--- config.mk ---
export PLATFORM = sky130hd
export DESIGN_NAME = ts_sync_aligner
export DESIGN_NICKNAME = d
export VERILOG_FILES = /design/src/rtl/ts_pkg.sv /design/src/rtl/ts_sync_aligner.sv
export SDC_FILE = /design/constraint.sdc
export NUM_CORES = 1
export LEC_CHECK = 0
export ABC_AREA = 1
export CORE_MARGIN = 2
export CORE_UTILIZATION = 42
export CTS_BUF_LIST = sky130_fd_sc_hd__clkbuf_2 sky130_fd_sc_hd__clkbuf_4 sky130_fd_sc_hd__clkbuf_8
export CTS_CLUSTER_SIZE = 10
export DETAILED_ROUTE_END_ITERATION = 8
export GPL_TIMING_DRIVEN = 0
export MAX_ROUTING_LAYER = met4
export PLACE_DENSITY_LB_ADDON = 0.08
export SLEW_MARGIN = 5
export SYNTH_ARGS = -nofsm -noshare
export SYNTH_HDL_FRONTEND = slang
export SYNTH_SLANG_ARGS = --single-unit
--- constraint.sdc ---
create_clock -name clk -period 2.2 [get_ports clk]
set_input_delay 0.55 -clock clk [delete_from_list [all_inputs] [get_ports clk]]
set_output_delay 0.55 -clock clk [all_outputs]
set_load 0.02 [all_outputs]
--- src/rtl/ts_pkg.sv ---
// ---------------------------------------------------------------------------
// ts_pkg -- shared constants and types for the MPEG-TS sync aligner.
//   TS_SYNC_BYTE : transport-stream sync byte value (0x47)
//   TS_PKT_LEN   : packet length in bytes (188)
//   TS_LAST_POS  : byte position of the last byte in a packet (187)
//   ts_state_e   : aligner FSM state encoding (HUNT / VERIFY / LOCKED)
//   next_pos()   : byte-position increment with 187 -> 0 wrap
// ---------------------------------------------------------------------------
package ts_pkg;

  localparam logic [7:0] TS_SYNC_BYTE = 8'h47;
  localparam int         TS_PKT_LEN   = 188;
  localparam logic [7:0] TS_LAST_POS  = 8'd187;

  typedef enum logic [1:0] {
    ST_HUNT   = 2'd0,
    ST_VERIFY = 2'd1,
    ST_LOCKED = 2'd2
  } ts_state_e;

  function automatic logic [7:0] next_pos(input logic [7:0] pos);
    logic [7:0] nxt;
    if (pos == TS_LAST_POS) begin
      nxt = 8'd0;
    end else begin
      nxt = pos + 8'd1;
    end
    return nxt;
  endfunction

endpackage

--- src/rtl/ts_sync_aligner.sv ---
// ---------------------------------------------------------------------------
// ts_sync_aligner -- finds 188-byte MPEG-TS packet alignment in a byte stream
// read from a FIFO and re-emits aligned packets with framing flags.
//
// Ports:
//   clk       in   single clock (FIFO read side)
//   rst       in   synchronous, active-high reset
//   rdata     in   [7:0] byte from FIFO read port (valid the cycle after ren)
//   rempty    in   FIFO empty flag
//   ren       out  FIFO read enable (= ~rempty & ~rst, no backpressure)
//   out_data  out  [7:0] aligned TS byte
//   out_valid out  out_data valid this cycle
//   out_sop   out  first byte of packet (position 0)
//   out_eop   out  last byte of packet (position 187)
//   out_err   out  with out_sop: this packet's sync byte was not 0x47
//   locked    out  aligner is in LOCKED
//   loss_cnt  out  [15:0] lock-loss events, saturating
//
// Parameters:
//   LOCK_CNT  sync bytes at 188-byte spacing needed to lock
//   LOSS_CNT  consecutive missing sync bytes that drop lock
// ---------------------------------------------------------------------------
module ts_sync_aligner
  import ts_pkg::*;
#(
  parameter int LOCK_CNT = 3,
  parameter int LOSS_CNT = 3
) (
  input  logic        clk,
  input  logic        rst,
  input  logic [7:0]  rdata,
  input  logic        rempty,
  output logic        ren,
  output logic [7:0]  out_data,
  output logic        out_valid,
  output logic        out_sop,
  output logic        out_eop,
  output logic        out_err,
  output logic        locked,
  output logic [15:0] loss_cnt
);

  localparam logic [15:0] LOCK_TGT = 16'(LOCK_CNT);
  localparam logic [15:0] LOSS_TGT = 16'(LOSS_CNT);

  ts_state_e   state_r;
  logic [7:0]  pos_r;
  logic [15:0] hits_r;
  logic [15:0] misses_r;
  // High in the cycle rdata carries a byte read on the previous edge.
  logic        accept_r;

  // FIFO read enable: read whenever data is present and not in reset.
  assign ren = ~rempty & ~rst;

  // Alignment FSM, position/hit/miss counters and registered outputs.
  always_ff @(posedge clk) begin
    if (rst) begin
      state_r   <= ST_HUNT;
      pos_r     <= 8'd0;
      hits_r    <= 16'd0;
      misses_r  <= 16'd0;
      accept_r  <= 1'b0;
      out_data  <= 8'd0;
      out_valid <= 1'b0;
      out_sop   <= 1'b0;
      out_eop   <= 1'b0;
      out_err   <= 1'b0;
      locked    <= 1'b0;
      loss_cnt  <= 16'd0;
    end else begin
      // Flags are single-cycle; only an emitted byte raises them.
      out_valid <= 1'b0;
      out_sop   <= 1'b0;
      out_eop   <= 1'b0;
      out_err   <= 1'b0;
      accept_r  <= ren;
      // No accepted byte means a stall: position and state hold.
      if (accept_r) begin
        case (state_r)
          ST_HUNT: begin
            if (rdata == TS_SYNC_BYTE) begin
              hits_r <= 16'd1;
              pos_r  <= 8'd1;
              if (LOCK_TGT <= 16'd1) begin
                state_r   <= ST_LOCKED;
                locked    <= 1'b1;
                misses_r  <= 16'd0;
                out_data  <= rdata;
                out_valid <= 1'b1;
                out_sop   <= 1'b1;
              end else begin
                state_r <= ST_VERIFY;
              end
            end else begin
              pos_r <= 8'd0;
            end
          end

          ST_VERIFY: begin
            pos_r <= next_pos(pos_r);
            if (pos_r == 8'd0) begin
              if (rdata == TS_SYNC_BYTE) begin
                hits_r <= hits_r + 16'd1;
                if (hits_r + 16'd1 >= LOCK_TGT) begin
                  // This sync byte completes the lock and starts output.
                  state_r   <= ST_LOCKED;
                  locked    <= 1'b1;
                  misses_r  <= 16'd0;
                  out_data  <= rdata;
                  out_valid <= 1'b1;
                  out_sop   <= 1'b1;
                end else begin
                  state_r <= ST_VERIFY;
                end
              end else begin
                // Failed candidate: the offending byte is consumed, not rescanned.
                state_r <= ST_HUNT;
                hits_r  <= 16'd0;
                pos_r   <= 8'd0;
              end
            end else begin
              state_r <= ST_VERIFY;
            end
          end

          ST_LOCKED: begin
            pos_r <= next_pos(pos_r);
            if (pos_r == 8'd0) begin
              if (rdata == TS_SYNC_BYTE) begin
                misses_r  <= 16'd0;
                out_data  <= rdata;
                out_valid <= 1'b1;
                out_sop   <= 1'b1;
              end else if (misses_r + 16'd1 < LOSS_TGT) begin
                // Tolerated miss: forward the packet flagged as errored.
                misses_r  <= misses_r + 16'd1;
                out_data  <= rdata;
                out_valid <= 1'b1;
                out_sop   <= 1'b1;
                out_err   <= 1'b1;
              end else begin
                // Final miss: drop this byte and go back to hunting.
                state_r  <= ST_HUNT;
                locked   <= 1'b0;
                pos_r    <= 8'd0;
                hits_r   <= 16'd0;
                misses_r <= 16'd0;
                if (loss_cnt != 16'hFFFF) begin
                  loss_cnt <= loss_cnt + 16'd1;
                end else begin
                  loss_cnt <= loss_cnt;
                end
              end
            end else begin
              out_data  <= rdata;
              out_valid <= 1'b1;
              out_eop   <= (pos_r == TS_LAST_POS);
            end
          end

          default: begin
            state_r  <= ST_HUNT;
            locked   <= 1'b0;
            pos_r    <= 8'd0;
            hits_r   <= 16'd0;
            misses_r <= 16'd0;
          end
        endcase
      end else begin
        state_r <= state_r;
      end
    end
  end

endmodule

======== Yosys cells after proc, flatten, opt, wreduce, memory -nomap -nowiden ========
Index checks and enable logic that the tools add are counted.
operators by class
  muxes and demuxes ....................... 53
  equality and inequality tests ........... 13
  magnitude comparators ................... 2
  reductions and logical operators ........ 12
  add/sub/neg operators ................... 4
  bitwise logic cells ..................... 9
operators by type and width
  cell                     number
  $mux W16                 12
  $mux W8                  12
  $pmux W16 S3             2
  $add A16 B1 Y16 const B  3
  $pmux W8 S3              1
  $reduce_and A6 Y1        4
  $ge A16 B2 Y1 const B    1
  $lt A16 B2 Y1 const B    1
  $ne A16 B16 Y1 const B   1
  $pmux W8 S2              1
  $mux W1                  14
  $mux W2                  7
  $ne A2 B2 Y1 const B     7
  $add A8 B1 Y8 const B    1
  $eq A8 B7 Y1 const B     1
  $eq A8 B8 Y1 const B     1
  $logic_not A8 Y1         1
  $not A1 Y1               8
  $reduce_and A8 Y1        1
  $pmux W2 S3              1
  $reduce_and A5 Y1        1
  $reduce_or A5 Y1         1
  $ne A4 B4 Y1 const B     1
  $pmux W1 S2              2
  8 further kinds          8
storage, ports and cells
  bits in registers ....................... 72
  input port bits ......................... 11
  word-level logic and storage cells ...... 105

======== Logic depth before layout (Yosys ltp) ========
  word-level depth ........................ 6
  depth in mapped cells ................... 17

======== Least setup slack after synthesis ========
No wires, ideal clock.
  path kind ............................... reg2reg
  from .................................... reg misses_r[1]
  to ...................................... reg hits_r[12]
  clock period less this slack ............ 2.011 ns
  setup time .............................. 0.113 ns
  stages on the path, launching flop included .. 16
  setup slack ............................. 0.189 ns
  data arrival time ....................... 1.898 ns
  cell sequence ........................... dfxtp_1 ha_1 nand3_2 nor2_4 nand2_1 nand2_1 nand2_1 nor2_1 nand2_1 nor2_4 nand3_4 o2111ai_2 buf_2 nand2_1 nand2_1 nor2_1
between the ends
  word-level cells in the longest chain between the ends .. 4
ends and longest elaborated chain
  item                         line                    RTL
  start: declaration           ts_sync_aligner.sv:49   logic [15:0] misses_r;
  start signal: assignment     ts_sync_aligner.sv:137  misses_r <= misses_r + 16'd1;
  $add A16 B1 Y16              ts_sync_aligner.sv:135  end else if (misses_r + 16'd1 < LOSS_TGT) begin
  $lt A16 B2 Y1                ts_sync_aligner.sv:135
  $ne A2 B2 Y1 (no line)       --
  $reduce_and A6 Y1 (no line)  --
  end signal: assignment       ts_sync_aligner.sv:104  hits_r <= hits_r + 16'd1;
  end: declaration             ts_sync_aligner.sv:48   logic [15:0] hits_r;
Every way passes these cells.
A chain may end at the register's enable or synchronous reset.

======== Final worst setup path ========
  from .................................... reg misses_r[0]
  to ...................................... reg loss_cnt[12]
between the ends
  word-level cells in the longest chain between the ends .. 4
ends and longest elaborated chain
  item                         line                    RTL
  $add A16 B1 Y16              ts_sync_aligner.sv:135
  $lt A16 B2 Y1                ts_sync_aligner.sv:135
  $not A1 Y1 (no line)         --
  $reduce_and A6 Y1 (no line)  --
  end signal: assignment       ts_sync_aligner.sv:150  loss_cnt <= loss_cnt + 16'd1;
  end signal: assignment       ts_sync_aligner.sv:152  loss_cnt <= loss_cnt;
  end: declaration             ts_sync_aligner.sv:40   output logic [15:0] loss_cnt
Every way passes these cells.

==> reports/summary.txt <==
Main combinational cell family by area after synthesis: simple AND/OR/NAND/NOR gates
Worst EP arrival: 2.42 ns
CTS Buffer Depth: 2
Post-Synth Simple-Gate Area: 41.77%
Slowest cell on crit path: dfxtp_4
Dpl cells: 844
Die area: 11010 sq um
Crit Path Class: flip-flop to flip-flop
DRT Pass-1 Iters: 6
Antenna Nets Post-Route: 0
Worst Reg-to-Reg Cells: 15
LEAKAGE: 2.351 nW
I/O Pins: 41
Clk network pwr share: 44.2%
Die X: 104.9 um
Post-layout min period: 2.189 ns
Setup TNS: 0 ns
M1 GR Usage: 23.91%
Gate Count Post-Synth: 672
Sequential share of the synthesized area: 33.69%
DRC: 0
GR Overflow Total: 0
Worst path max stage delay: 0.38 ns
First-pass GRT wire length: 18.14 mm
Critical R2R Capture: loss_cnt[12]$_SDFFE_PP0P_
Antenna diodes: 0
Vias: 4486
Hold Fails Final Rpt: 0
Worst Setup Start Kind: flip-flop
Clk_lat worst skew: 0.37 ns
Starting Density: 43.57%
P_int: 1.946 mW
Adder-cell share of the synthesized area: 3.217%
Grt peak-use layer: met2
Clock skew: 0.008165 ns
Gr usage total: 20.65%
Pwr dens: 442.8 nW/um^2
End-of-flow core utilization: 58.18%
Critical path peak fanout: 6
GPL Wtd Cong: 0.8871
Clk root buf: clkbuf_8
Met3 usage in global routing: 5.240%
Cts hold-fix bufs: 0
Core box area: 9819 sq um
Initial antenna violation count: 0
Area Overhead vs Synth: 33.55%
Rel. slew slack: 46.40%
Post-synth net total: 694
Number of max-cap violations: 0
XOR/XNOR share of the synthesized area: 3.481%
Critical-path cell list: ha_4 -> nand3_4 -> nor2_4 -> buf_6 -> nand3_2 -> nand2_1 -> nand2_1 -> nand2_2 -> nor2_4 -> buf_12 -> a21oi_4 -> nand2_4 -> clkbuf_16 -> nand2_4 -> a21oi_2
TritonCTS clock tree: yes
Initial drt markers: 179
Outcome: finished, final reports clean
Sw frac: 23.05%
Synthesized area per cell: 6.366 sq um
Achievable Freq: 456.8 MHz
Psw: 0.5831 mW
CP delay by family, top: simple AND/OR/NAND/NOR gates
Reg-to-reg slack, setup: 0.01 ns
Htree depth: 3
Buffers & Inverters on Critical Path: 3
Final setup fails: 0
Hold endpoint: out_data[4]$_SDFFE_PP0P_
FF-to-FF Start: misses_r[0]$_SDFFE_PP0P_
Cell variety after synth: 36
Worst hold stages: 2
Final Non-Filler Cells: 882
Post-synthesis mux area share: 0%
Power consumption: 2.529 mW
Wire per inst: 12.84 um
Core Rows: 36
CP required: 2.43 ns
Vias in the first global route: 4053
Layout cells sized above 1: 20.96%
Sequential share of power: 51.6%
Final period util: 99.51%
Comb pwr share: 4.2%
Nets: 767
Critical Path End Type: flip-flop
Unrepaired setup endpoints after global routing: yes
CTS Buf Count: 9
Hpwl dp: 7.693 mm
Vias per cell: 5.086
Worst min path class: flip-flop to flip-flop
GR Util met2: 35.34%
Final slew viol count: 0
Mapped Area: 4278 sq um
Clock sink count: 72
Worst-path clk slew: 0.07 ns
Layout filler cell count: 961
Hold_sp: out_data[4]$_SDFFE_PP0P_
Synth warn: 0
Hold_ws: 0.4685 ns
Worst VDD drop: 0.0003969 V
#FFs+latches synth: 72
Worst-Margin Slew: 0.7979 ns
DRT Wirelength: 11.32 mm
IO Port Bufs: 39
Die Y: 104.9 um
Synth Area in Compound Gates: 8.804%
Largest net degree at the start of global routing: 12
cells in the mapped netlist, drive strengths merged:
library cell | instances | area (sq um)
a21oi | 45 | 240.2
and3 | 1 | 6.260
buf | 10 | 52.54
clkbuf | 4 | 15.01
clkinv | 1 | 3.750
dfxtp | 72 | 1441
ha | 11 | 137.6
inv | 84 | 315.3
nand2 | 178 | 683.2
nand3 | 68 | 367.9
nand3b | 3 | 22.52
nand4 | 20 | 131.4
nor2 | 122 | 505.5
nor3 | 10 | 50.05
nor3b | 1 | 7.510
nor4 | 2 | 12.51
o2111ai | 2 | 23.77
o211ai | 1 | 7.510
o21a | 1 | 7.510
o21ai | 18 | 90.08
o21bai | 1 | 7.510
xnor2 | 4 | 35.03
xor2 | 13 | 113.9
logic make-up after synthesis:
logic type,count (synthesis)
compound gates,68
xor+xnor,17
fa+ha+maj,11
buf+inv,99
flops,72
simple gates,405
cell usage in the layout (no fill, tap or decap), types with 2 or more instances in the layout:
cell type,count
ha_4,2
a21oi_4,2
xor2_1,12
nand3_4,4
dfxtp_4,3
nor2_2,12
buf_4,15
inv_2,3
inv_4,2
nand4_1,19
ha_1,9
dfxtp_2,9
clkdlybuf4s50_1,38
dfxtp_1,60
inv_1,79
nand3_1,54
buf_6,8
nand2_4,9
buf_12,3
nand2_1,142
nor2_1,98
xnor2_1,4
clkbuf_8,12
o21ai_0,10
nor4_1,2
clkbuf_1,2
a21oi_2,9
buf_1,3
nand2_2,28
nor3_1,9
nand3_2,10
nor2_4,12
clkinv_2,2
clkbuf_2,2
a21oi_1,34
o21ai_1,7
nand3b_1,3
worst register-to-register path, stage by stage (launching register included):
cell,delay [ns]
dfxtp_4,0.38
ha_4,0.17
nand3_4,0.09
nor2_4,0.18
buf_6,0.13
nand3_2,0.04
nand2_1,0.07
nand2_1,0.06
nand2_2,0.08
nor2_4,0.06
buf_12,0.12
a21oi_4,0.25
nand2_4,0.14
clkbuf_16,0.19
nand2_4,0.06
a21oi_2,0.04
flip-flops by register name, summed over array words and instances (netlist names):
register / cells
out_valid: 1
loss_cnt: 16
accept_r: 1
state_r: 2
out_eop: 1
hits_r: 16
out_err: 1
locked: 1
out_data: 8
out_sop: 1
pos_r: 8
misses_r: 16
final cells by class:
type	instances	area (sq um)	share of cell area, %
inverter	85	327.8	5.738
multi-input combinational	502	2824	49.43
clock inverter	3	40.04	0.7008
timing repair buffer	61	620.6	10.86
tap	133	166.4	2.913
buffer	14	105.1	1.840
clock buffer	12	165.2	2.891
sequential	72	1464	25.62
worst max-delay path by stage:
stage,from,end,slack [ns],cells past startpoint
detailed placement,rdata[2],hits_r[0]$_SDFFE_PP0P_,-0.53,9
global route,misses_r[0]$_SDFFE_PP0P_,hits_r[0]$_SDFFE_PP0P_,-0.13,15
floorplan,misses_r[1]$_SDFFE_PP0P_,hits_r[12]$_SDFFE_PP0P_,0.19,15
CTS,hits_r[0]$_SDFFE_PP0P_,out_data[6]$_SDFFE_PP0P_,0.003,13
global placement,rdata[2],hits_r[0]$_SDFFE_PP0P_,-0.55,9
finish,misses_r[0]$_SDFFE_PP0P_,loss_cnt[12]$_SDFFE_PP0P_,0.01,15
metal layers:
metal | vias up | wire (um)
met1 | 2090 | 5089
met3 | 10 | 493
met2 | 95 | 5646
met5 | - | 0
li1 | 2291 | -
met4 | 0 | 93
through the flow:
| step | instance area [sq um] | worst slack [ns] |
|---|---|---|
| 6_report | 5713 | 0.01088 |
| 3_3_place_gp | 4835 | -0.5492 |
| 5_1_grt | 5713 | -0.1263 |
| 3_5_place_dp | 4835 | -0.5323 |
| 4_1_cts | 5245 | 0.002869 |
| 2_1_floorplan | 4278 | 0.1894 |
power by group through the flow:
stage / combinational, mW / sequential [mW] / clock [mW]
after floorplan: 0.0517 / 1.34 / 0
after global placement: 0.0905 / 1.34 / 0
after global routing: 0.117 / 1.30 / 1.20
after detailed placement: 0.0915 / 1.34 / 0
final: 0.106 / 1.30 / 1.12
after CTS: 0.0953 / 1.31 / 1.15
repair_timing:
item                       CTS  global route
cloned                       0             4
setup endpoints to repair   54            65
pin swaps                   10            40
setup buffers                9            10
resized for setup           36           103
Note: power is estimated with default switching activity, not from simulation.
